[config.mk]
export PLATFORM = sky130hd
export DESIGN_NAME = uart_tx
export DESIGN_NICKNAME = d
export VERILOG_FILES = /design/src/rtl/uart_tx.sv
export SDC_FILE = /design/constraint.sdc
export NUM_CORES = 1
export LEC_CHECK = 0
export ABC_AREA = 1
export CAP_MARGIN = 20
export CORE_MARGIN = 4
export CORE_UTILIZATION = 36
export DETAILED_ROUTE_END_ITERATION = 7
export PLACE_DENSITY_LB_ADDON = 0.05
export SYNTH_ARGS = -nofsm -noshare
export SYNTH_HDL_FRONTEND = slang
export SYNTH_SLANG_ARGS = --single-unit
[constraint.sdc]
create_clock -name CLK -period 2.25 [get_ports CLK]
set_input_delay 0.45 -clock CLK [delete_from_list [all_inputs] [get_ports CLK]]
set_output_delay 0.45 -clock CLK [all_outputs]
set_load 0.01 [all_outputs]
[src/rtl/uart_tx.sv]
// UART transmitter: a byte accepted in IDLE becomes a start / LSB-first data / optional parity / stop frame.
// Latency: TX_OUT shows the start bit on the acceptance edge; one bit per CLK. Backpressure: busy high; Data_Valid dropped.
module uart_tx #(
    parameter int DATA_WIDTH = 8
) (
    input  logic                  CLK,
    input  logic                  RST,
    input  logic [DATA_WIDTH-1:0] P_DATA,
    input  logic                  Data_Valid,
    input  logic                  PAR_EN,
    input  logic                  PAR_TYP,
    output logic                  TX_OUT,
    output logic                  busy
);

    localparam int CNT_W = (DATA_WIDTH > 1) ? $clog2(DATA_WIDTH) : 1;
    localparam logic [CNT_W-1:0] LAST_BIT = CNT_W'(DATA_WIDTH - 1);

    localparam logic [2:0] S_IDLE   = 3'd0;
    localparam logic [2:0] S_START  = 3'd1;
    localparam logic [2:0] S_DATA   = 3'd2;
    localparam logic [2:0] S_PARITY = 3'd3;
    localparam logic [2:0] S_STOP   = 3'd4;

    logic [2:0]            state_q, state_d;
    logic [CNT_W-1:0]      cnt_q, cnt_d;
    logic [DATA_WIDTH-1:0] data_q, data_d;
    logic                  par_en_q, par_en_d;
    logic                  par_typ_q, par_typ_d;
    logic                  tx_q, tx_d;
    logic                  busy_q, busy_d;

    always_comb begin
        state_d   = state_q;
        cnt_d     = cnt_q;
        data_d    = data_q;
        par_en_d  = par_en_q;
        par_typ_d = par_typ_q;

        case (state_q)
            S_IDLE: begin
                if (Data_Valid) begin
                    data_d    = P_DATA;
                    par_en_d  = PAR_EN;
                    par_typ_d = PAR_TYP;
                    state_d   = S_START;
                end
            end
            S_START: begin
                cnt_d   = '0;
                state_d = S_DATA;
            end
            S_DATA: begin
                if (cnt_q == LAST_BIT) begin
                    state_d = par_en_q ? S_PARITY : S_STOP;
                end else begin
                    cnt_d = cnt_q + CNT_W'(1);
                end
            end
            S_PARITY: state_d = S_STOP;
            S_STOP:   state_d = S_IDLE;
            default:  state_d = S_IDLE;
        endcase

        // Outputs are decoded from the next state so they register on the same edge as the FSM.
        tx_d   = 1'b1;
        busy_d = 1'b0;
        case (state_d)
            S_START: begin
                tx_d   = 1'b0;
                busy_d = 1'b1;
            end
            S_DATA: begin
                tx_d   = data_d[cnt_d];
                busy_d = 1'b1;
            end
            S_PARITY: begin
                tx_d   = (^data_d) ^ par_typ_d;
                busy_d = 1'b1;
            end
            S_STOP: begin
                tx_d   = 1'b1;
                busy_d = 1'b1;
            end
            default: begin
                tx_d   = 1'b1;
                busy_d = 1'b0;
            end
        endcase
    end

    always_ff @(posedge CLK) begin
        if (RST) begin
            state_q   <= S_IDLE;
            cnt_q     <= '0;
            data_q    <= '0;
            par_en_q  <= 1'b0;
            par_typ_q <= 1'b0;
            tx_q      <= 1'b1;
            busy_q    <= 1'b0;
        end else begin
            state_q   <= state_d;
            cnt_q     <= cnt_d;
            data_q    <= data_d;
            par_en_q  <= par_en_d;
            par_typ_q <= par_typ_d;
            tx_q      <= tx_d;
            busy_q    <= busy_d;
        end
    end

    assign TX_OUT = tx_q;
    assign busy   = busy_q;

endmodule

; ---- After elaboration in Yosys (flattened, before gate mapping)
; Index checks and enable logic that the tools add are counted.
[classes]
n_addsub = 1
order_cmp = 1
n_eq_ne = 8
mux = 14
bitwise_logic = 1
n_reduce_logical = 4
[op_table]
columns = cell, n
row1 = 8-bit two-way mux, 2
row2 = 3-bit by 2-bit == test with 1-bit output (second input constant), 4
row3 = 3-bit two-way mux, 4
row4 = 3-bit case mux with 4 select lines, 1
row5 = 8-bit XOR reduction, 1
row6 = 3-bit by 1-bit == test with 1-bit output (second input constant), 2
row7 = 3-bit == test (second input constant), 2
row8 = 3-bit case mux with 2 select lines, 1
row9 = 3-bit by 4-bit less-than comparator with 1-bit output (second input constant), 1
row10 = 1-bit two-way mux, 4
row11 = 4-bit OR reduction, 1
row12 = 3-bit by 1-bit adder with 3-bit output (second input constant), 1
row13 = 1-bit binary-select mux with 3-bit select, 1
row14 = 3-bit logical NOT, 1
row15 = 1-bit case mux with 3 select lines, 1
row16 = 2-bit AND reduction, 1
row17 = 1-bit XOR, 1
[word_totals]
regBits = 18
in_bits = 13
out_inout_bits = 2

; ---- Depth between registers and ports, before layout
; Gate-level depths: netlist (run 1).
[depth]
word_depth = 6
ltp_mapped = 16

; ---- Worst setup path after synthesis (run 1)
; Ideal clock, no wire load.
[synth_timing]
path_type = input -> register
start = in Data_Valid
end = reg tx_q (netlist: TX_OUT)
setup_time_ns = 0.115
arrival_time_ns = 1.514
path_slack_ns = 0.621
cell_stages = 13
cell_sequence = inv_1 -> nor2_4 -> nand2_4 -> buf_6 -> or2_1 -> o21ai_2 -> inv_2 -> nand3_1 -> nand2_1 -> nand2_1 -> nand2_1 -> nand2_1 -> nand2_1
[synth_between]
elab_chain_cells = 5
word_cells_on_any_way = 14
[synth_rtl]
columns = item, line_no
row1 = from (decl), 9  ; input logic Data_Valid,
row2 = 8-bit two-way mux, 42  ; if (Data_Valid) begin
row3 = 8-bit two-way mux, 40  ; case (state_q)
row4 = 1-bit binary-select mux with 3-bit select / 8-bit XOR reduction (equally long branches), "74, 78"
row5 = 1-bit two-way mux (implied by the code) / 1-bit XOR (equally long branches), "74, 78"
row6 = 1-bit case mux with 3 select lines (*), 68  ; case (state_d)
row7 = to (signal assigned), 107  ; tx_q <= tx_d;
row8 = to (decl), 30  ; logic tx_q, tx_d;
; Mark *: on every way between the ends. The rest lies on a longest branch, timed or not. The select of a mux whose other input is x is not followed.
; A chain may end at the register's enable or synchronous reset.

; ---- Worst setup path in the final report (run 1)
[layout_timing]
start = reg cnt_q[0]
end = reg tx_q (netlist: TX_OUT)
[layout_between]
elab_chain_cells = 6
word_cells_on_any_way = 12
[layout_rtl]
columns = item, line_no
row1 = from (decl), 26  ; logic [CNT_W-1:0] cnt_q, cnt_d;
row2 = from (signal assigned), 103  ; cnt_q <= cnt_d;
row3 = 3-bit by 1-bit adder with 3-bit output / 3-bit == test (equally long branches), "57, 54"
row4 = 3-bit two-way mux, 54  ; if (cnt_q == LAST_BIT) begin
row5 = 3-bit case mux with 2 select lines, 40
row6 = 1-bit binary-select mux with 3-bit select, 74  ; tx_d = data_d[cnt_d];
row7 = 1-bit two-way mux (implied by the code), 74
row8 = 1-bit case mux with 3 select lines (*), 68
; Marks and branches as above.

==> run summary, run 1 <==
Outcome = complete, no violations
Mapped cell area = 0.00115 mm²
Compound-Gate Fraction of Synth Area = 0.0730
Worst Skew = 0.0103 ns
Final worst path period need = 1.89 ns
Reg clk slew, reported paths = 0.11 ns
First-pass GRT wire length = 4.62 mm
Least-Margin Pin Slew = 0.371 ns
Layout cells sized above 1 = 0.119
Die area = 0.00416 mm²
Crit-path max FO = 5
Synth Register Bits = 18
Total Wirelength = 2.52 mm
# Post-CTS Setup Buffers = 0
Peak VDD IR = 0.196 mV
Routed vias/inst = 4.61
Most area-consuming cells after synthesis = dfxtp_1, nand2_1, nand3_1
Rel. slew slack = 0.751
GP Congestion = 0.795
CP Capture Point = TX_OUT
Endpoints failing setup = 0
# nets final = 217
Area of the multi-input gates = 646 µm²
Die Y = 64.5 µm
Grt ovf = 0
First-iteration detailed-routing DRC count = 58
Flip-flop and latch area = 360 µm²
Share of the synthesized area in the top cell type = 0.314
MaxCap Viol Count = 0
Final TNS setup = 0 ns
PD cells = 617 mW/mm²
Initial DRT Pass Iterations = 4
Antenna diodes = 0
Flop-to-flop setup slack = 0.36 ns
Most area-hungry cell type in the Yosys netlist = dfxtp_1
Synth cell types = 25
Worst Setup End Kind = flip-flop
Initial antenna violation count = 0
Final WS setup = 0.358 ns
Number of remaining DRC errors = 0
Internal = 0.562 mW
Fill count = 337
Switching pwr = 0.289 mW
Combinational share of power = 0.334
Worst skew pair latency = 0.30 ns
Avg Inst Size Synth = 6.24 µm²
Fraction of the mapped netlist area in simple logic gates = 0.478
CP Launch Point = cnt_q[0]
Syn Inst Count = 184
WS Path Type = flip-flop to flip-flop
FP Rows = 20
Final period util = 0.841
CTS max path bufs = 2
Clock share of power = 0.241
GRT Overall Usage = 0.139
WL/cell = 10.2 µm
Post-DRT Antenna Nets = 0
Total number of vias = 1134
Reg2Reg Depth = 13
Register area share after synthesis = 0.314
R2R Path Start = cnt_q[0]
Xor/xnor share of the synthesized area = 0
Hold crit path type = flip-flop to flip-flop
Max Fclk = 528 MHz
Number of port buffers = 14
Clock Sinks = 18
Setup crit start kind = flip-flop
Hold Buf Count CTS = 0
Finished Layout Cells = 246
Placed Cells = 242
Initial Util = 0.376
Inserted Clock Buffers = 3
Synth Warn # = 0
Sw frac = 0.340
Post-DP HPWL = 2.01 mm
Slew Limit Fails = 0
Cts repair resizes = 0
Syn Nets = 198
Largest family of logic cells by synthesized area = simple AND/OR/NAND/NOR gates
Final core occ = 0.452
Critical Path RT = 2.45 ns
RSZ-0062 raised after global routing = false
Power, Total = 0.852 mW
Crit path DAT = 2.09 ns
Maximum number of pins on one net before global-route repair = 17
Area growth syn-to-layout = 20.2%
CORE AREA = 0.00305 mm²
Post-synthesis adder-cell area fraction = 0.0109
Reg power frac = 0.425
H-tree levels = 1
Root Driver = clkbuf_4
Post-place setup slack = 0.0481 ns
FF-to-FF End = TX_OUT
CTS tree = built
Vias in the first global route = 1108
Ports = 15
Pleak = 0.699 nW
Multiplexer share of the synthesized area = 0
Die W = 64.5 µm
Final hold violation count = 0
-- stage by stage --
step	hold WS [ns]	area (µm²)
5_1_grt	0.528	1380
3_5_place_dp	0.466	1340
4_1_cts	0.483	1380
2_1_floorplan	0.445	1150
6_report	0.484	1380
3_3_place_gp	0.480	1340
-- critical path, stage by stage, from the launching register on --
cell	delay, ns
dfxtp_1	0.38
ha_1	0.23
nand2_1	0.16
inv_1	0.10
nand2_1	0.06
nand3_1	0.22
nand2_4	0.15
nand2_1	0.05
o21ai_1	0.08
nand2_1	0.06
nand3_1	0.06
nand2_1	0.06
a21oi_1	0.12
nand2_1	0.06
-- flip-flops by register name (all words and copies together), names as in the netlist --
signal / count
TX_OUT: 1
busy: 1
cnt_q: 3
data_q: 8
par_en_q: 1
par_typ_q: 1
state_q: 3
-- power groups by stage --
stage / Clock (mW) / Sequential (mW) / Combinational, mW
after floorplan: 0 / 0.369 / 0.214
after global placement: 0 / 0.370 / 0.284
after detailed placement: 0 / 0.370 / 0.288
after CTS: 0.218 / 0.362 / 0.289
after global routing: 0.239 / 0.366 / 0.333
final: 0.205 / 0.362 / 0.285
-- layer usage --
metal  share of wire  global-route usage
met1            0.48               0.174
met2            0.47               0.240
met3           0.036              0.0225
met4           0.016              0.0475
met5               0                   0
-- layout by cell type (no fill, tap or decap) --
| cell type | count |
|---|---|
| inv_1 | 27 |
| clkdlybuf4s50_1 | 14 |
| nand2_1 | 64 |
| nor2_4 | 2 |
| a31oi_1 | 1 |
| dfxtp_1 | 18 |
| o21a_1 | 1 |
| nand3_1 | 22 |
| o21ai_0 | 2 |
| o21ai_1 | 2 |
| ha_1 | 1 |
| o21ai_2 | 4 |
| nor3_1 | 1 |
| nand2_2 | 3 |
| nor4_1 | 1 |
| nand2_4 | 2 |
| clkbuf_4 | 3 |
| nand3_4 | 1 |
| nor3_2 | 1 |
| buf_4 | 4 |
| nor2_1 | 16 |
| inv_2 | 3 |
| or2_1 | 1 |
| clkbuf_8 | 1 |
| a21oi_1 | 3 |
| nand3b_1 | 4 |
-- cells in the mapped netlist (all sizes together) --
| master | count |
|---|---|
| nor3 | 2 |
| a31oi | 1 |
| clkbuf | 1 |
| nand2 | 69 |
| o21ai | 8 |
| or2 | 1 |
| buf | 3 |
| nand3b | 4 |
| nand3 | 23 |
| nor4 | 1 |
| dfxtp | 18 |
| nor2 | 18 |
| o21a | 1 |
| inv | 30 |
| a21oi | 3 |
| ha | 1 |
-- cells by family (layout without fill, tap and decap cells) --
family	Yosys count	after routing
buffers and inverters	34	52
AND/OR/NAND/NOR	118	118
flip-flops	18	18
AO/OA/AOI/OAI	13	13
adder cells (fa/ha/maj)	1	1
-- worst min-delay path by stage --
stage          startpoint  endpoint  slack [ns]  depth (start not counted)
2_1_floorplan    par_en_q  par_en_q        0.45                          2
3_3_place_gp     par_en_q  par_en_q        0.48                          2
3_5_place_dp     par_en_q  par_en_q        0.47                          2
4_1_cts          par_en_q  par_en_q        0.48                          2
5_1_grt          par_en_q  par_en_q        0.53                          2
6_report         par_en_q  par_en_q        0.48                          2
-- layout make-up --
type	count	area share
tap	44	0.0399
clock buffer	4	0.0263
multi-input combinational	132	0.468
inverter	30	0.0816
timing repair buffer	18	0.123
sequential	18	0.261
No activity file was read; power rests on OpenSTA's default activity.
==> run 2, diff against run 1 <==
==> constraint.sdc (replaced) <==
create_clock -name CLK -period 1.6 [get_ports CLK]
set_input_delay 0.32 -clock CLK [delete_from_list [all_inputs] [get_ports CLK]]
set_output_delay 0.32 -clock CLK [all_outputs]
set_load 0.01 [all_outputs]
==> run 2 against run 1 <==
  * The flow now finishes with violations (setup timing)
  * Sequential power rose by 41%
  * Routed wire length rose by 18%
  * Power rose by 62%
  * Non-clock buffer count rose by 25
  * Hold slack improved by 0.013 ns
==> run summary, run 2 (synthesized netlist as in run 1, its figures left out) <==
PD cells = 802 mW/mm² (was 617 mW/mm²)
Most common cell after layout, fill and taps aside = nand2_1 (unchanged)
H-tree levels = 1 (unchanged)
Most frequent cells in the layout = nand2_1, buf_4, nand2_2, inv_1, nand3_1 (was nand2_1, inv_1, nand3_1, dfxtp_1, nor2_1)
Worst skew pair latency = 0.30 ns (about the same)
Hold Crit Depth = 2 (unchanged)
Final TNS setup = -0.0334 ns (was 0 ns)
Critical Path RT = 1.81 ns (was 2.45 ns)
Hold crit path type = flip-flop to flip-flop (unchanged)
Fill count = 317 (was 337)
WHS = 0.497 ns (was 0.484 ns)
Total Wirelength = 2.97 mm (was 2.52 mm)
Rel. slew slack = 0.676 (was 0.751)
Final hold violation count = 0 (unchanged)
Number of remaining DRC errors = 0 (unchanged)
Layout cells sized above 1 = 0.379 (was 0.119)
Inserted Clock Buffers = 3 (unchanged)
Top reg by flops = data_q (unchanged)
First-pass GRT wire length = 4.89 mm (was 4.62 mm)
Routed vias/inst = 4.60 (was 4.61)
GP Congestion = 0.778 (was 0.795)
Reg clk slew, reported paths = 0.11 ns (about the same)
Max Fclk = 612 MHz (was 528 MHz)
Initial Util = 0.376 (unchanged)
Total number of vias = 1247 (was 1134)
Die Y = 64.5 µm (unchanged)
CTS tree = built (unchanged)
Slew Limit Fails = 0 (unchanged)
WL/cell = 10.9 µm (was 10.2 µm)
Grt ovf = 0 (unchanged)
Crit-path max FO = 8 (was 5)
# nets final = 242 (was 217)
Die area = 0.00416 mm² (unchanged)
Final WS setup = -0.0334 ns (was 0.358 ns)
RSZ-0062 raised after global routing = true (was false)
Area growth syn-to-layout = 49.7% (was 20.2%)
Post-DP HPWL = 2.28 mm (was 2.01 mm)
Final worst path period need = 1.63 ns (was 1.89 ns)
Final period util = 1.02 (was 0.841)
Max reg flops = 8 (unchanged)
Reg2Reg Depth = 16 (was 13)
Ports = 15 (unchanged)
Die W = 64.5 µm (unchanged)
Area of the multi-input gates = 754 µm² (was 646 µm²)
Setup crit start kind = flip-flop (unchanged)
Number of port buffers = 14 (unchanged)
Least-Margin Pin Slew = 0.482 ns (was 0.371 ns)
Initial antenna violation count = 0 (unchanged)
Crit path DAT = 1.85 ns (was 2.09 ns)
Post-DRT Antenna Nets = 0 (unchanged)
CTS max path bufs = 2 (unchanged)
Root Driver = clkbuf_4 (unchanged)
Flip-flop and latch area = 367 µm² (was 360 µm²)
Vias in the first global route = 1164 (was 1108)
First-iteration detailed-routing DRC count = 35 (was 58)
Antenna diodes = 0 (unchanged)
Pleak = 0.847 nW (was 0.699 nW)
Maximum number of pins on one net before global-route repair = 15 (was 17)
WS Path Type = flip-flop to flip-flop (unchanged)
Outcome = finished with violations (was complete, no violations)
GRT Overall Usage = 0.149 (was 0.139)
MaxCap Viol Count = 0 (unchanged)
Worst Setup End Kind = flip-flop (unchanged)
CORE AREA = 0.00305 mm² (unchanged)
Hold Buf Count CTS = 0 (unchanged)
Peak VDD IR = 0.504 mV (was 0.196 mV)
Clock Sinks = 18 (unchanged)
Worst Skew = 0.000871 ns (was 0.0103 ns)
Initial DRT Pass Iterations = 4 (unchanged)
Failing checks = setup timing
Biggest registers after layout = data_q x8, cnt_q x3, state_q x3 (unchanged)
Endpoints failing setup = 1 (was 0)
FP Rows = 20 (unchanged)
-- run 2: cell count changes in the layout (fill, tap and decap cells not counted), sizes merged --
| cell | delta |
|---|---|
| clkdlybuf4s50 | -1 |
| clkbuf | +1 |
| buf | +24 |
| dlymetal6s2s | +1 |
-- run 2: final timing paths --
path | startpoint | endpoint | slack [ns]
setup reg to reg | state_q[2] | TX_OUT | -0.03
setup / recovery | state_q[2] | TX_OUT | -0.03
hold / removal | par_en_q | par_en_q | 0.50
hold reg to reg | par_en_q | par_en_q | 0.50
-- run 2: where the power goes --
part / internal, mW / leakage [nW] / total, mW / switching (mW)
sequential: 0.489 / 0.151 / 0.512 / 0.0233
combinational: 0.271 / 0.675 / 0.572 / 0.301
clock: 0.139 / 0.0210 / 0.295 / 0.156
total: 0.898 / 0.847 / 1.38 / 0.481
-- run 2: per-layer routing --
metal,GRT usage,up-vias,part of all wire
met2,0.289,18,0.52
met5,0,-,0
met3,0.0364,2,0.043
li1,-,656,-
met4,0.0317,0,0.0061
met1,0.162,571,0.43
-- run 2: repair_timing --
action,in CTS,in global routing
setup endpoints to repair,1,2
pin swaps,1,15
setup buffers,1,0
cloned,0,1
resized for setup,8,33
-- run 2: through the flow --
step / instance area (µm²) / util / power [mW] / cells / worst slack [ns]
floorplan: 1150 / - / 0.820 / 184 / 0.0338
global placement: 1530 / 0.502 / 1.00 / 265 / -0.387
detailed placement: 1530 / 0.502 / 1.01 / 265 / -0.420
CTS: 1610 / 0.527 / 1.33 / 270 / -0.0901
global route: 1720 / 0.563 / 1.48 / 271 / -0.165
finish: 1720 / 0.563 / 1.38 / 271 / -0.0334
-- run 2: final cells by class --
cell class | instances | share of cell area
timing repair buffer | 43 | 0.229
clock buffer | 4 | 0.0211
tap | 44 | 0.0320
multi-input combinational | 132 | 0.439
inverter | 30 | 0.0655
sequential | 18 | 0.213
-- run 2: critical path: stages, from the launching register on --
cell and delay, ns:
dfxtp_2 0.35, buf_6 0.11, nor2_4 0.10, nand2_4 0.11
clkbuf_16 0.18, nand2_2 0.06, nand2_2 0.06, nand2_2 0.06
nand2_2 0.07, inv_2 0.08, nand2_2 0.05, nand3_2 0.07
nand2_1 0.05, nand2_1 0.06, nand2_1 0.04, nand2_1 0.05
nand2_1 0.04
==> run 3, diff against run 2 <==
--- a/config.mk
+++ b/config.mk
@@ -7,9 +7,12 @@
 export LEC_CHECK = 0
 export ABC_AREA = 1
 export CAP_MARGIN = 20
+export CELL_PAD_IN_SITES_DETAIL_PLACEMENT = 0
+export CELL_PAD_IN_SITES_GLOBAL_PLACEMENT = 1
 export CORE_MARGIN = 4
-export CORE_UTILIZATION = 36
+export CORE_UTILIZATION = 34
 export DETAILED_ROUTE_END_ITERATION = 7
+export GPL_TIMING_DRIVEN = 0
 export PLACE_DENSITY_LB_ADDON = 0.05
 export SYNTH_ARGS = -nofsm -noshare
 export SYNTH_HDL_FRONTEND = slang
==> run 3 against run 2 <==
  * The flow still finishes with violations (setup timing)
  * Register-to-register slack got worse by 0.04 ns
  * Critical path type unchanged
  * Hold slack worse by 0.16 ns
  * Utilization fell by 1.9 points
  * Largest cell class unchanged
  * Critical path depth fell by 1
  * Via count decreased by 1.7%
  * Largest power group unchanged
==> run summary, run 3 (synthesized netlist as in run 1, its figures left out) <==
HP Start = RST (was par_en_q)
WL/cell = 11.8 µm (was 10.9 µm)
Max reg flops = 8 (unchanged)
Slew Limit Fails = 0 (unchanged)
Reg clk slew, reported paths = 0.11 ns (about the same)
Failing checks = setup timing (unchanged)
First-pass GRT wire length = 5.06 mm (was 4.89 mm)
Least-Margin Pin Slew = 0.524 ns (was 0.482 ns)
Biggest registers after layout = data_q x8, cnt_q x3, state_q x3 (unchanged)
Finished Cell Area = 0.00171 mm² (was 0.00172 mm²)
Root Driver = clkbuf_4 (unchanged)
Peak VDD IR = 0.294 mV (was 0.504 mV)
Vias in the first global route = 1173 (was 1164)
Ports = 15 (unchanged)
Critical Path RT = 1.81 ns (about the same)
Post-DRT Antenna Nets = 0 (unchanged)
H-tree levels = 1 (unchanged)
WS Path Type = flip-flop to flip-flop (unchanged)
Worst Setup End Kind = flip-flop (unchanged)
Initial Util = 0.364 (was 0.376)
Initial antenna violation count = 0 (unchanged)
Rel. slew slack = 0.651 (was 0.676)
Die Y = 66.1 µm (was 64.5 µm)
R2R Path Start = state_q[0] (was state_q[2])
DP Area = 0.00134 mm² (was 0.00153 mm²)
FP Rows = 20 (unchanged)
Routed vias/inst = 4.64 (was 4.60)
Hold crit path type = primary input to flip-flop (was flip-flop to flip-flop)
Most common cell after layout, fill and taps aside = nand2_1 (unchanged)
Hold Buf Count CTS = 0 (unchanged)
# nets final = 235 (was 242)
CTS max path bufs = 2 (unchanged)
Layout cells sized above 1 = 0.368 (was 0.379)
Final TNS setup = -0.0751 ns (was -0.0334 ns)
CTS tree = built (unchanged)
Clock Sinks = 18 (unchanged)
Number of remaining DRC errors = 0 (unchanged)
Endpoints failing setup = 1 (unchanged)
GP Congestion = 0.754 (was 0.778)
Initial DRT Pass Iterations = 4 (unchanged)
Die W = 66.1 µm (was 64.5 µm)
MaxCap Viol Count = 0 (unchanged)
Worst skew pair latency = 0.31 ns (was 0.30 ns)
PD cells = 808 mW/mm² (was 802 mW/mm²)
Post-DP HPWL = 2.04 mm (was 2.28 mm)
CP Launch Point = state_q[0] (was state_q[2])
CORE AREA = 0.00315 mm² (was 0.00305 mm²)
Final core occ = 0.544 (was 0.563)
GRT Overall Usage = 0.150 (was 0.149)
Number of port buffers = 13 (was 14)
Flop-to-flop setup slack = -0.08 ns (was -0.03 ns)
Antenna diodes = 0 (unchanged)
Top reg by flops = data_q (unchanged)
Area growth syn-to-layout = 49.2% (was 49.7%)
Die area = 0.00437 mm² (was 0.00416 mm²)
Most frequent cells in the layout = nand2_1, inv_1, nand2_2 (was nand2_1, buf_4, nand2_2, inv_1, nand3_1)
RSZ-0062 raised after global routing = true (unchanged)
Grt ovf = 0 (unchanged)
Worst Skew = 0.00197 ns (was 0.000871 ns)
Placed Cells = 241 (was 265)
Crit path DAT = 1.89 ns (was 1.85 ns)
Final hold violation count = 0 (unchanged)
Final worst path period need = 1.68 ns (was 1.63 ns)
Total Wirelength = 3.12 mm (was 2.97 mm)
Crit-path max FO = 6 (was 8)
First-iteration detailed-routing DRC count = 57 (was 35)
Power, Total = 1.39 mW (was 1.38 mW)
Pleak = 0.832 nW (was 0.847 nW)
Setup crit start kind = flip-flop (unchanged)
Final WS setup = -0.0751 ns (was -0.0334 ns)
Finished Layout Cells = 264 (was 271)
Maximum number of pins on one net before global-route repair = 11 (was 15)
Final period util = 1.05 (was 1.02)
Total number of vias = 1226 (was 1247)
Max Fclk = 597 MHz (was 612 MHz)
Inserted Clock Buffers = 3 (unchanged)
Outcome = finished with violations (unchanged)
## run 3: worst max-delay path: stages (launching register included)
cell and delay, ns:
dfxtp_4 0.39, nor2_4 0.16, nand2_4 0.13, buf_8 0.16, nand2_1 0.08, nand2_2 0.08
nand2_2 0.07, nand2_2 0.07, inv_2 0.06, nand2_1 0.06, nand3_2 0.08, nand2_1 0.06
nand2_1 0.06, nand2_1 0.05, nand2_1 0.05, nand2_1 0.04
## run 3: stage by stage
step,hold slack (ns),setup WS [ns]
floorplan,0.445,0.0338
global placement,0.462,-0.547
detailed placement,0.476,-0.560
CTS,0.334,-0.0648
global route,0.335,-0.174
finish,0.333,-0.0751
## run 3: timing repair
| action | CTS | global route |
|---|---|---|
| cloned | 1 | 0 |
| resized for setup | 24 | 35 |
| pin swaps | 14 | 22 |
| endpoints found under the setup margin | 1 | 1 |
| setup buffers | 11 | 7 |
## run 3: where the power goes
| group | leakage (nW) | total (mW) | switching, mW | internal, mW |
|---|---|---|---|---|
| clock network | 0.0210 | 0.301 | 0.162 | 0.139 |
| logic | 0.659 | 0.571 | 0.315 | 0.256 |
| registers | 0.151 | 0.513 | 0.0270 | 0.486 |
| total | 0.832 | 1.39 | 0.504 | 0.881 |
## run 3: area by class of cell
| cell class | instances | area [µm²] |
|---|---|---|
| Fill cell | 349 | 1440 |
| Sequential cell | 18 | 374 |
| Buffer | 4 | 37.5 |
| Tap cell | 44 | 55.1 |
| Clock buffer | 4 | 36.3 |
| Multi-Input combinational cell | 132 | 797 |
| Inverter | 30 | 115 |
| Timing Repair Buffer | 32 | 299 |
## run 3: path summary, 6_finish.rpt
path | cells after the start | endpoint
hold reg to reg | 2 | par_en_q
setup reg to reg | 15 | TX_OUT
hold / removal | 2 | state_q[0]
setup / recovery | 15 | TX_OUT
## run 3: per-layer routing
layer	wire, µm	part of all wire	GRT usage	up-vias
li1	-	-	-	642
met1	1450	0.47	0.193	569
met2	1570	0.50	0.254	11
met3	68	0.022	0.0238	4
met4	31	0.0099	0.0457	0
met5	0	0	0	-
